[config.mk]
export PLATFORM = sky130hd
export DESIGN_NAME = make_reset_seq_flat
export DESIGN_NICKNAME = d
export VERILOG_FILES = /design/src/rtl/make_reset_seq_if.sv /design/src/rtl/make_reset_seq.sv /design/src/flat_wrapper.sv
export SDC_FILE = /design/constraint.sdc
export NUM_CORES = 1
export LEC_CHECK = 0
export CAP_MARGIN = 20
export CORE_MARGIN = 2
export CORE_UTILIZATION = 46
export CTS_BUF_LIST = sky130_fd_sc_hd__clkbuf_8 sky130_fd_sc_hd__clkbuf_16
export DETAILED_ROUTE_END_ITERATION = 10
export PLACE_DENSITY = 0.74
export SYNTH_ARGS = -nofsm -noshare
export SYNTH_HDL_FRONTEND = slang
export SYNTH_SLANG_ARGS = --single-unit
[constraint.sdc]
create_clock -name CLK -period 1.3 [get_ports CLK]
set_clock_uncertainty 0.05 [all_clocks]
set_input_delay 0.195 -clock CLK [delete_from_list [all_inputs] [get_ports CLK]]
set_output_delay 0.195 -clock CLK [all_outputs]
set_load 0.1 [all_outputs]
[src/rtl/make_reset_seq_if.sv]
// Request/status bundle for make_reset_seq: per-channel requests in, reset levels and release status out.
interface make_reset_seq_if #(
    parameter int NCH = 4
);
    logic [NCH-1:0] ASSERT_IN;
    logic [NCH-1:0] ASSERT_OUT;
    logic [NCH-1:0] OUT_RST_N;
    logic           ALL_RELEASED;

    modport master (
        output ASSERT_IN,
        input  ASSERT_OUT,
        input  OUT_RST_N,
        input  ALL_RELEASED
    );

    modport slave (
        input  ASSERT_IN,
        output ASSERT_OUT,
        output OUT_RST_N,
        output ALL_RELEASED
    );
endinterface

[src/rtl/make_reset_seq.sv]
// Multi-channel reset generator: each channel holds for at least HOLD cycles after its request drops.
// Define MAKE_RESET_SEQ_EN to force channels to release in index order.
module make_reset_seq #(
    parameter int             NCH  = 4,
    parameter int             HOLD = 8,
    parameter logic [NCH-1:0] INIT = '1
) (
    input logic              CLK,
    input logic              RST,
    make_reset_seq_if.slave  bus
);
    // HOLD=0 behaves as 1, so the counter is always at least one bit wide.
    localparam int              HOLD_E   = (HOLD < 1) ? 1 : HOLD;
    localparam int              CW       = $clog2(HOLD_E + 1);
    localparam logic [CW-1:0]   CNT_FULL = CW'(HOLD_E);
    localparam logic [CW-1:0]   CNT_ONE  = CW'(1);

    logic [NCH-1:0] a;
    logic [NCH-1:0] a_nxt;
    logic [NCH-1:0] permit;
    logic [CW-1:0]  cnt     [NCH];
    logic [CW-1:0]  cnt_nxt [NCH];
    logic           all_rel;

`ifdef MAKE_RESET_SEQ_EN
    // A channel may only release once its lower neighbour is already released.
    always_comb begin
        permit    = '1;
        for (int unsigned i = 1; i < NCH; i++) begin
            permit[i] = ~a[i-1];
        end
    end
`else
    always_comb begin
        permit = '1;
    end
`endif

    always_comb begin
        a_nxt   = a;
        cnt_nxt = cnt;
        for (int unsigned i = 0; i < NCH; i++) begin
            if (bus.ASSERT_IN[i]) begin
                a_nxt[i]   = 1'b1;
                cnt_nxt[i] = CNT_FULL;
            end else if (a[i]) begin
                if (cnt[i] <= CNT_ONE && permit[i]) begin
                    a_nxt[i]   = 1'b0;
                    cnt_nxt[i] = '0;
                end else if (cnt[i] > CNT_ONE) begin
                    cnt_nxt[i] = cnt[i] - CNT_ONE;
                end else begin
                    // Blocked by sequencing: park at 1 until permitted.
                    cnt_nxt[i] = CNT_ONE;
                end
            end
        end
    end

    always_ff @(posedge CLK) begin
        if (RST) begin
            a       <= INIT;
            all_rel <= (INIT == '0);
            for (int unsigned i = 0; i < NCH; i++) begin
                cnt[i] <= INIT[i] ? CNT_FULL : '0;
            end
        end else begin
            a       <= a_nxt;
            all_rel <= (a_nxt == '0);
            cnt     <= cnt_nxt;
        end
    end

    assign bus.ASSERT_OUT   = a;
    assign bus.OUT_RST_N    = ~a;
    assign bus.ALL_RELEASED = all_rel;
endmodule
[src/flat_wrapper.sv]
// flat-port wrapper written by rule: the top's interface ports become plain ports
module make_reset_seq_flat 
#(
    parameter int             NCH  = 4,
    parameter int             HOLD = 8,
    parameter logic [NCH-1:0] INIT = '1
)
  (CLK, RST, bus_ASSERT_IN, bus_ASSERT_OUT, bus_OUT_RST_N, bus_ALL_RELEASED);
  make_reset_seq_if #(.NCH(NCH)) bus_i ();
  input logic CLK;
  input logic RST;
  input wire logic [$bits(bus_i.ASSERT_IN)-1:0] bus_ASSERT_IN;
  output wire logic [$bits(bus_i.ASSERT_OUT)-1:0] bus_ASSERT_OUT;
  output wire logic [$bits(bus_i.OUT_RST_N)-1:0] bus_OUT_RST_N;
  output wire logic [$bits(bus_i.ALL_RELEASED)-1:0] bus_ALL_RELEASED;
  assign bus_i.ASSERT_IN = bus_ASSERT_IN;
  assign bus_ASSERT_OUT = bus_i.ASSERT_OUT;
  assign bus_OUT_RST_N = bus_i.OUT_RST_N;
  assign bus_ALL_RELEASED = bus_i.ALL_RELEASED;
  make_reset_seq #(.NCH(NCH), .HOLD(HOLD), .INIT(INIT)) u_core (.CLK(CLK), .RST(RST), .bus(bus_i));
endmodule
==> impl_metrics.toml, run 1 <==
[outcome]
outcome = "complete, but fails checks"
failed_checks = "negative setup slack"

[global_route]
track_usage_pct = 25.4
grt.overflow.total = 0
antenna_found_initial = 0
grt_pass1_wl_mm = 4.80
grt_max_degree = 13
grt_pass1_vias = 1026

[timing]
setup-violations-final = 15
tightest_slew_ns = 0.363
slew_violations = 0
finalCriticalPeriod_ns = 1.47
maxSlewHeadroom_pct = 75.8
final_hold_viol_count = 0
tns_ns = -1.09
grt_setup_unrepaired = "yes"
max_freq_ghz = 0.679
min_period_over_period_pct = 113
post-route-worst-setup-slack_ns = -0.172

[detailed_routing]
routed.top_layer = "met4"
wl_met1_mm = 1.53
via_per_inst = 5.98
via_count = 1059
drt-initial-drc-count = 44
dr.pass1.iters = 4
route.detailed.drc = 0
wl_per_cell_um = 22.1
drt_wl_total_mm = 3.91
dr_wl_met3_um = 169
ant_nets = 0
wl_met2_mm = 2.15

[synth]
synth_top_family_by_area = "simple AND/OR/NAND/NOR gates"
yosysWarnings = 0
synth.largest_area_cell = "dfxtp_1"
synth-main-ff-cell = "dfxtp_1"
post-synth-top-count-cell = "dfxtp_1"
ys_types = 24
synth-seq-cells = 21
synthArstFlopShare_pct = 0
synth.mux.area_fraction_pct = 5.66
synth_xor_area_share_pct = 0
syn_inst = 106
synthSimpleGateAreaFrac_pct = 21.9
syn-num-nets = 120
synth_fa_ha_area_share_pct = 10.3
synth_commonest_cells = "dfxtp_1 (21), nor3_1 (10), inv_1 (9), nand2_1 (9), nor2_1 (9)"
synth_top_area_share_pct = 43.2
yosysSeqAreaShare_pct = 43.2
ys_top_cells_by_area = "dfxtp_1 (43%), ha_1 (10%), nor3_1 (5.1%)"
synth-compound-area-share_pct = 14.0
avgSynthCellArea_um2 = 9.18
synthesis.area_um2 = 973
synth-edff-count = 0

[worst_setup_path]
endpoint_kind = "flop"
reg2reg_depth = 7
required_ns = 1.44
crit_fanout = 3
rrSetupSlack_ns = -0.17
critPathTopFamily = "flip-flops"
worst-path-stages = 7
path_class = "reg2reg"
startpoint_type = "flop"
worstReg2RegEnd = "u_core.cnt[12]"
worstSetupEndpoint = "u_core.cnt[12]"
startpoint = "u_core.cnt[12]"
cpPeakStageDelay_ns = 0.39
path_cells = "inv_4 -> ha_4 -> nor2_4 -> o31ai_4 -> buf_6 -> mux2_4 -> nor3_2"
r2r-start = "u_core.cnt[12]"
critPathBufInv = 2
critical_path_arrival_ns = 1.61
critPathSlowestCell = "dfxtp_4"

[placement]
io_buffers = 14
post-place-ws_ns = -0.235
dpl_cell_area_mm2 = 0.00144
routabilityCongestion = 0.767
dp_hpwl_mm = 1.49

[min_path]
hp-class = "in2reg"

[floorplan]
die_w_um = 50
die_h_um = 50
core_area_mm2 = 0.00198
start_util_pct = 49.1
ioPinCount = 15
die_area_mm2 = 0.00250
fp-row-count = 16

[clocking]
clockRootBuffer = "clkbuf_8"
clk_pin_slew_ns = 0.08
h-tree-depth = 1
holdBufCountCts = 0
cts_tree = "yes"
worstSkewPairLatency_ns = 0.27
cts_buffers = 3
clkSinkCount = 21
cts_max_path_buffers = 2

[pwr]
powerDensity_mw_per_mm2 = 1070
vdd_ir_drop_max_v = 0.00104
total_power_uw = 2010
cellLeakagePower_uw = 0.000744

[layout]
final_nets = 165
fillers = 47
n_antenna_cell = 0
syn2layout_area_growth_pct = 93.3
multi_input_area_um2 = 792
final_area_mm2 = 0.00188
drive_above_1_share_pct = 66.7
regArea_um2 = 455

[flow_run]
maxCapViolations = 0
==> per-stage QoR <==
stage / hold slack, ns / std cells / util (%)
5_1_grt: 0.503 / 177 / 94.9
4_1_cts: 0.491 / 174 / 89.3
2_1_floorplan: 0.214 / 106 / -
6_report: 0.491 / 177 / 94.9
3_3_place_gp: 0.457 / 162 / 72.6
3_5_place_dp: 0.473 / 162 / 72.6
==> registers in the layout, summed over array words and instances, names as in the netlist <==
name	flops
u_core.bus.ASSERT_OUT	4
u_core.cnt	16
u_core.bus.ALL_RELEASED	1
==> logic make-up (layout without fill, tap and decap cells) <==
family / count (synthesis) / in the layout
and+or+nand+nor: 41 / 41
DFF: 21 / 21
buffers and inverters: 13 / 57
AOI/OAI and AO/OA: 18 / 18
muxes: 5 / 5
adders and majority gates: 8 / 8
==> repair_timing <==
action | 4_1_cts | 5_1_grt
setup buffers | 8 | 3
gates resized for setup | 57 | 20
setup endpoints to repair | 12 | 15
pin swaps | 12 | 10
==> layer usage <==
metal	vias to the layer above	track usage, %
li1	466	-
met1	549	30.1
met2	37	45.6
met3	7	3.33
met4	0	9.72
met5	-	0
==> final cells by class <==
class | instances | share of cell area (%)
clock buffers | 3 | 2.19
clock inverters | 1 | 0.266
inverters | 12 | 5.65
multi-input cells | 72 | 42.1
flip-flops and latches | 21 | 24.2
well taps | 27 | 1.80
repair buffers | 41 | 23.8
==> worst min path at each step <==
| stage | start | end | slack [ns] | cells after the start |
|---|---|---|---|---|
| after floorplan | bus_ASSERT_IN[3] | u_core.cnt[0] | 0.21 | 1 |
| after global placement | u_core.cnt[7] | u_core.cnt[7] | 0.46 | 2 |
| after detailed placement | u_core.cnt[3] | u_core.cnt[3] | 0.47 | 2 |
| after CTS | bus_ASSERT_IN[1] | u_core.cnt[8] | 0.49 | 2 |
| after global routing | bus_ASSERT_IN[1] | u_core.cnt[8] | 0.50 | 2 |
| final | bus_ASSERT_IN[1] | u_core.cnt[8] | 0.49 | 2 |
==> power by group <==
| part | switching (µW) | internal, µW | total (µW) |
|---|---|---|---|
| Clock | 228 | 214 | 442 |
| Sequential | 100 | 689 | 790 |
| Combinational | 381 | 394 | 775 |
| Total | 710 | 1300 | 2010 |
==> placed cells by master (no fill, tap or decap), drive strengths merged, types with 4 or more instances in the layout <==
| cell type | n |
|---|---|
| dfxtp | 21 |
| nor3b | 4 |
| o22ai | 4 |
| clkdlybuf4s50 | 5 |
| and2 | 4 |
| inv | 11 |
| nand2 | 9 |
| ha | 8 |
| nor2 | 9 |
| mux2 | 4 |
| nor3 | 10 |
| a21oi | 4 |
| buf | 36 |
| o31ai | 4 |
(Power assumes the default switching activity.)
==> run 2: changes to the inputs <==
==> constraint.sdc (replaced) <==
create_clock -name CLK -period 1.3 [get_ports CLK]
set_clock_uncertainty 0.05 [all_clocks]
set_input_delay 0.39 -clock CLK [delete_from_list [all_inputs] [get_ports CLK]]
set_output_delay 0.39 -clock CLK [all_outputs]
set_load 0.1 [all_outputs]
==> impl_metrics.toml, run 2 <==
[clocking]
clkSinkCount = 21
cts_max_path_buffers = 2
cts_buffers = 3
h-tree-depth = 1
holdBufCountCts = 0
clockRootBuffer = "clkbuf_8"

[synth]
yosysWarnings = 0
ys_top_cells_by_area = "dfxtp_1 (43%), ha_1 (10%), nor3_1 (5.1%)"
synthesis.area_um2 = 973
syn-num-nets = 120
yosysSeqAreaShare_pct = 43.2
synth-edff-count = 0
synth_commonest_cells = "dfxtp_1 (21), nor3_1 (10), inv_1 (9), nand2_1 (9), nor2_1 (9)"
syn_inst = 106
synth-seq-cells = 21
avgSynthCellArea_um2 = 9.18
synth_top_area_share_pct = 43.2
ys_types = 24
post-synth-top-count-cell = "dfxtp_1"
synth-main-ff-cell = "dfxtp_1"
synthArstFlopShare_pct = 0
synth.largest_area_cell = "dfxtp_1"

[placement]
io_buffers = 14
routabilityCongestion = 0.804
dp_hpwl_mm = 1.80
dpl_cell_area_mm2 = 0.00148

[floorplan]
ioPinCount = 15
fp-row-count = 16
start_util_pct = 49.1
die_w_um = 50
die_h_um = 50

[timing]
postGrtWorstEndpoint = "u_core.bus.ALL_RELEASED$_SDFF_PP0_/D"
worst-ep-kind = "register input"

[outcome]
stop_stage = "5_1_grt"
outcome = "stopped before the end"
error_line = "[ERROR DPL-0038] Utilization greater than 100%, impossible to legalize"

[global_route]
grt_max_degree = 12
==> run 2: cell counts after synthesis <==
Identical to the previous run, type by type.
==> run 2: logic make-up after synthesis <==
logic type               share of synthesized area, %
AND/OR/NAND/NOR                                  21.9
flip-flops                                       43.2
AO/OA/AOI/OAI                                    14.0
buffers and inverters                            5.01
adder cells (fa/ha/maj)                          10.3
multiplexers                                     5.66
==> run 2: timing repair <==
item                                    4_1_cts
endpoints found under the setup margin       23
gates resized for setup                      63
pin swaps                                    22
setup buffers                                20
==> run 2: through the flow <==
step           util [%]  instances  setup TNS, ns  hold slack (ns)  setup WS (ns)
4_1_cts            96.8        191         -0.340            0.538        -0.0742
2_1_floorplan         -        106         -0.520            0.409         -0.312
3_5_place_dp       74.6        167          -1.93            0.460         -0.166
3_3_place_gp       74.6        167          -1.43            0.463         -0.124
==> run 3: changes to the inputs <==
CORE_AREA = 2 2 63 65   (was default)
CORE_MARGIN = default   (was 2)
CORE_UTILIZATION = default   (was 46)
CTS_BUF_LIST = default   (was sky130_fd_sc_hd__clkbuf_8 sky130_fd_sc_hd__clkbuf_16)
DIE_AREA = 0 0 65 67   (was default)
PLACE_DENSITY = default   (was 0.74)
PLACE_DENSITY_LB_ADDON = 0.15   (was default)
clock period = 1.69 ns   (was 1.3 ns; I/O delays follow)
==> impl_metrics.toml, run 3 (synthesis results as in run 1) <==
[outcome]
outcome = "finished clean"

[pwr]
switching_share_pct = 29.9
p_seq_share_pct = 48.4
total_power_uw = 1180
p_clk_share_pct = 27.0
p_int_uw = 825
powerDensity_mw_per_mm2 = 883
cellLeakagePower_uw = 0.000543
vdd_ir_drop_max_v = 0.000335
combPwrFrac_pct = 24.6
power.switching_uw = 352

[global_route]
track_usage_pct = 10.6
use_met1_pct = 10.9
grt_pass1_vias = 819
use_met3_pct = 3.72
grt_pass1_wl_mm = 3.45
antenna_found_initial = 0
grt_max_degree = 13
grt.overflow.total = 0
top_usage_layer = "met2"
grt_use_met2_pct = 19.1

[timing]
maxSlewHeadroom_pct = 73.4
slew_violations = 0
final_hold_viol_count = 0
min_period_over_period_pct = 89.9
grt_setup_unrepaired = "no"
max_freq_ghz = 0.658
tns_ns = 0
finalCriticalPeriod_ns = 1.52
setup-violations-final = 0
tightest_slew_ns = 0.396

[floorplan]
core_area_mm2 = 0.00361
die_area_mm2 = 0.00436
fp-row-count = 22
ioPinCount = 15
start_util_pct = 27.0
die_w_um = 65
die_h_um = 67

[clocking]
post_cts_buffers = 0
cts_tree = "yes"
h-tree-depth = 1
cts_max_path_buffers = 2
clkSinkCount = 21
cts_resized = 0
clockRootBuffer = "clkbuf_8"
holdBufCountCts = 0
clk_pin_slew_ns = 0.07
cts_buffers = 3
worstSkewPairLatency_ns = 0.26

[worst_setup_path]
startpoint_type = "flop"
endpoint_kind = "output pin"
critical_path_arrival_ns = 0.96
crit_fanout = 6
path_class = "reg2out"
required_ns = 1.13

[detailed_routing]
dr.pass1.iters = 4
drt-initial-drc-count = 16
via_per_inst = 4.80
wl_per_cell_um = 11.2
ant_nets = 0
route.detailed.drc = 0
via_count = 825
drt_wl_total_mm = 1.93

[layout]
syn2layout_area_growth_pct = 36.9
instances_no_fill = 172
layout_common_cells = "dfxtp_1 (17), nor3_1 (10), nor2_1 (9), nand2_1 (9), buf_12 (9)"
largest_register_ffs = 16
fillers = 363
drive_above_1_share_pct = 24.2
final_nets = 139
top_register = "u_core.cnt"
n_antenna_cell = 0
final_common_cell = "dfxtp_1"

[placement]
place_inst = 168
io_buffers = 14
routabilityCongestion = 0.813
dp_hpwl_mm = 1.55

[flow_run]
maxCapViolations = 0

[min_path]
hp-class = "reg2reg"
## run 3: power groups by stage
stage,sequential [µW],combinational (µW),clock [µW]
4_1_cts,569,294,336
6_report,569,290,318
3_3_place_gp,580,289,0
5_1_grt,575,327,354
3_5_place_dp,580,292,0
2_1_floorplan,594,191,0
## run 3: cell type report
cell class | instances | area, µm² | area share (%)
clock buffers | 3 | 41.3 | 3.10
clock inverters | 1 | 5.00 | 0.376
inverters | 12 | 48.8 | 3.66
multi-input cells | 72 | 504 | 37.8
flip-flops and latches | 21 | 435 | 32.7
well taps | 48 | 60.1 | 4.51
repair buffers | 15 | 238 | 17.8
## run 3: through the flow
stage / hold slack [ns] / utilization, % / worst slack [ns] / area [µm²]
after floorplan: 0.429 / - / 0.0421 / 992
after global placement: 0.476 / 35.7 / 0.0514 / 1290
after detailed placement: 0.476 / 35.7 / 0.0380 / 1290
after CTS: 0.490 / 37.0 / 0.155 / 1330
after global routing: 0.518 / 37.0 / 0.0581 / 1330
final: 0.485 / 37.0 / 0.170 / 1330
## run 3: final timing paths
kind / slack, ns / startpoint / cells after the start / endpoint
hold / removal: 0.49 / u_core.cnt[15] / 1 / u_core.cnt[15]
setup reg to reg: 0.25 / u_core.cnt[4] / 6 / u_core.cnt[5]
hold reg to reg: 0.49 / u_core.cnt[15] / 1 / u_core.cnt[15]
setup / recovery: 0.17 / u_core.bus.ASSERT_OUT[0] / 2 / bus_OUT_RST_N[0]
## run 3: worst max-delay path, cell delays in order, from the launching register on
cell	delay, ns
dfxtp_4	0.41
clkinvlp_4	0.12
buf_12	0.17
## run 3: routing by layer
metal | vias up | wire length, µm
met3 | 4 | 85
met5 | - | 0
met2 | 13 | 963
met4 | 0 | 29
li1 | 414 | -
met1 | 394 | 850
==> run 4: changes to the inputs <==
clock period = 1.9 ns   (was 1.69 ns; I/O delays follow)
==> impl_metrics.toml, run 4 (synthesis results as in run 1) <==
[outcome]
outcome = "finished clean"

[layout]
final_common_cell = "dfxtp_1"
drive_above_1_share_pct = 22.6
syn2layout_area_growth_pct = 35.3
instances_no_fill = 172
fillers = 358
top_register = "u_core.cnt"
layout_common_cells = "dfxtp_1 (17), nor3_1 (10)"
regArea_um2 = 425
largest_register_ffs = 16
n_antenna_cell = 0
final_nets = 139
multi_input_area_um2 = 504

[clocking]
cts_tree = "yes"
clkSinkCount = 21
holdBufCountCts = 0
cts_resized = 0
clockRootBuffer = "clkbuf_8"
cts_max_path_buffers = 2
cts_buffers = 3
post_cts_buffers = 0
clk_pin_slew_ns = 0.08
worstSkewPairLatency_ns = 0.25
h-tree-depth = 1

[global_route]
grt.overflow.total = 0
grt_pass1_wl_mm = 3.51
antenna_found_initial = 0
track_usage_pct = 10.7
grt_max_degree = 12
grt_pass1_vias = 795

[pwr]
powerDensity_mw_per_mm2 = 802
vdd_ir_drop_max_v = 0.000215
cellLeakagePower_uw = 0.000548

[worst_setup_path]
reg2reg_depth = 6
worstReg2RegEnd = "u_core.cnt[0]"
required_ns = 1.28
crit_fanout = 6
rrSetupSlack_ns = 0.40
path_class = "reg2out"
startpoint_type = "flop"
r2r-start = "u_core.cnt[0]"
endpoint_kind = "output pin"
critical_path_arrival_ns = 0.95

[timing]
min_period_over_period_pct = 82.6
maxSlewHeadroom_pct = 71.6
finalCriticalPeriod_ns = 1.57
max_freq_ghz = 0.637
tns_ns = 0
grt_setup_unrepaired = "no"
final_hold_viol_count = 0
slew_violations = 0
tightest_slew_ns = 0.424
setup-violations-final = 0

[detailed_routing]
via_per_inst = 4.63
route.detailed.drc = 0
ant_nets = 0
drt-initial-drc-count = 35
dr.pass1.iters = 4
wl_per_cell_um = 11.3
via_count = 796
drt_wl_total_mm = 1.95

[placement]
io_buffers = 14
place_inst = 168
dp_hpwl_mm = 1.52
routabilityCongestion = 0.768

[floorplan]
die_h_um = 67
die_area_mm2 = 0.00436
ioPinCount = 15
core_area_mm2 = 0.00361
fp-row-count = 22
die_w_um = 65
start_util_pct = 27.0

[min_path]
holdPathStages = 2
hp-start = "u_core.cnt[7]"
hp-class = "reg2reg"
hold_end = "u_core.cnt[7]"

[flow_run]
maxCapViolations = 0
run 4: final cells by class:
cell class              instances  area share (%)
multi-input cells              72            38.3
well taps                      48            4.56
flip-flops and latches         21            32.3
inverters                      12            3.42
repair buffers                 15            18.0
clock buffers                   4            3.42
run 4: power by group:
| group | internal (µW) | total [µW] | switching [µW] |
|---|---|---|---|
| combinational | 117 | 260 | 142 |
| clock | 149 | 287 | 138 |
| sequential | 474 | 510 | 36.0 |
run 4: how the worst max path moves through the flow:
stage / startpoint / end
after floorplan: u_core.bus.ASSERT_OUT[0] / bus_OUT_RST_N[0]
after global placement: RST / u_core.cnt[7]
after detailed placement: RST / u_core.cnt[0]
after CTS: u_core.bus.ASSERT_OUT[0] / bus_OUT_RST_N[0]
after global routing: u_core.cnt[0] / u_core.cnt[0]
final: u_core.bus.ASSERT_OUT[0] / bus_OUT_RST_N[0]
run 4: through the flow:
step	area, µm²	hold slack, ns	setup slack [ns]	total power (µW)	utilization [%]
floorplan	978	0.429	0.0386	702	-
global placement	1270	0.470	0.174	780	35.3
detailed placement	1270	0.472	0.166	780	35.3
CTS	1320	0.487	0.321	1070	36.5
global route	1320	0.513	0.258	1130	36.5
finish	1320	0.486	0.331	1060	36.5
run 4: worst max-delay path: stages, from the launching register on:
cell,delay (ns)
dfxtp_2,0.41
inv_1,0.11
buf_12,0.18
run 4: metal layers:
| layer | up-vias | wire length, µm | GRT usage (%) |
|---|---|---|---|
| li1 | 412 | - | - |
| met1 | 371 | 905 | 12.2 |
| met2 | 11 | 947 | 17.7 |
| met3 | 2 | 76 | 3.04 |
| met4 | 0 | 22 | 6.38 |
| met5 | - | 0 | 0 |
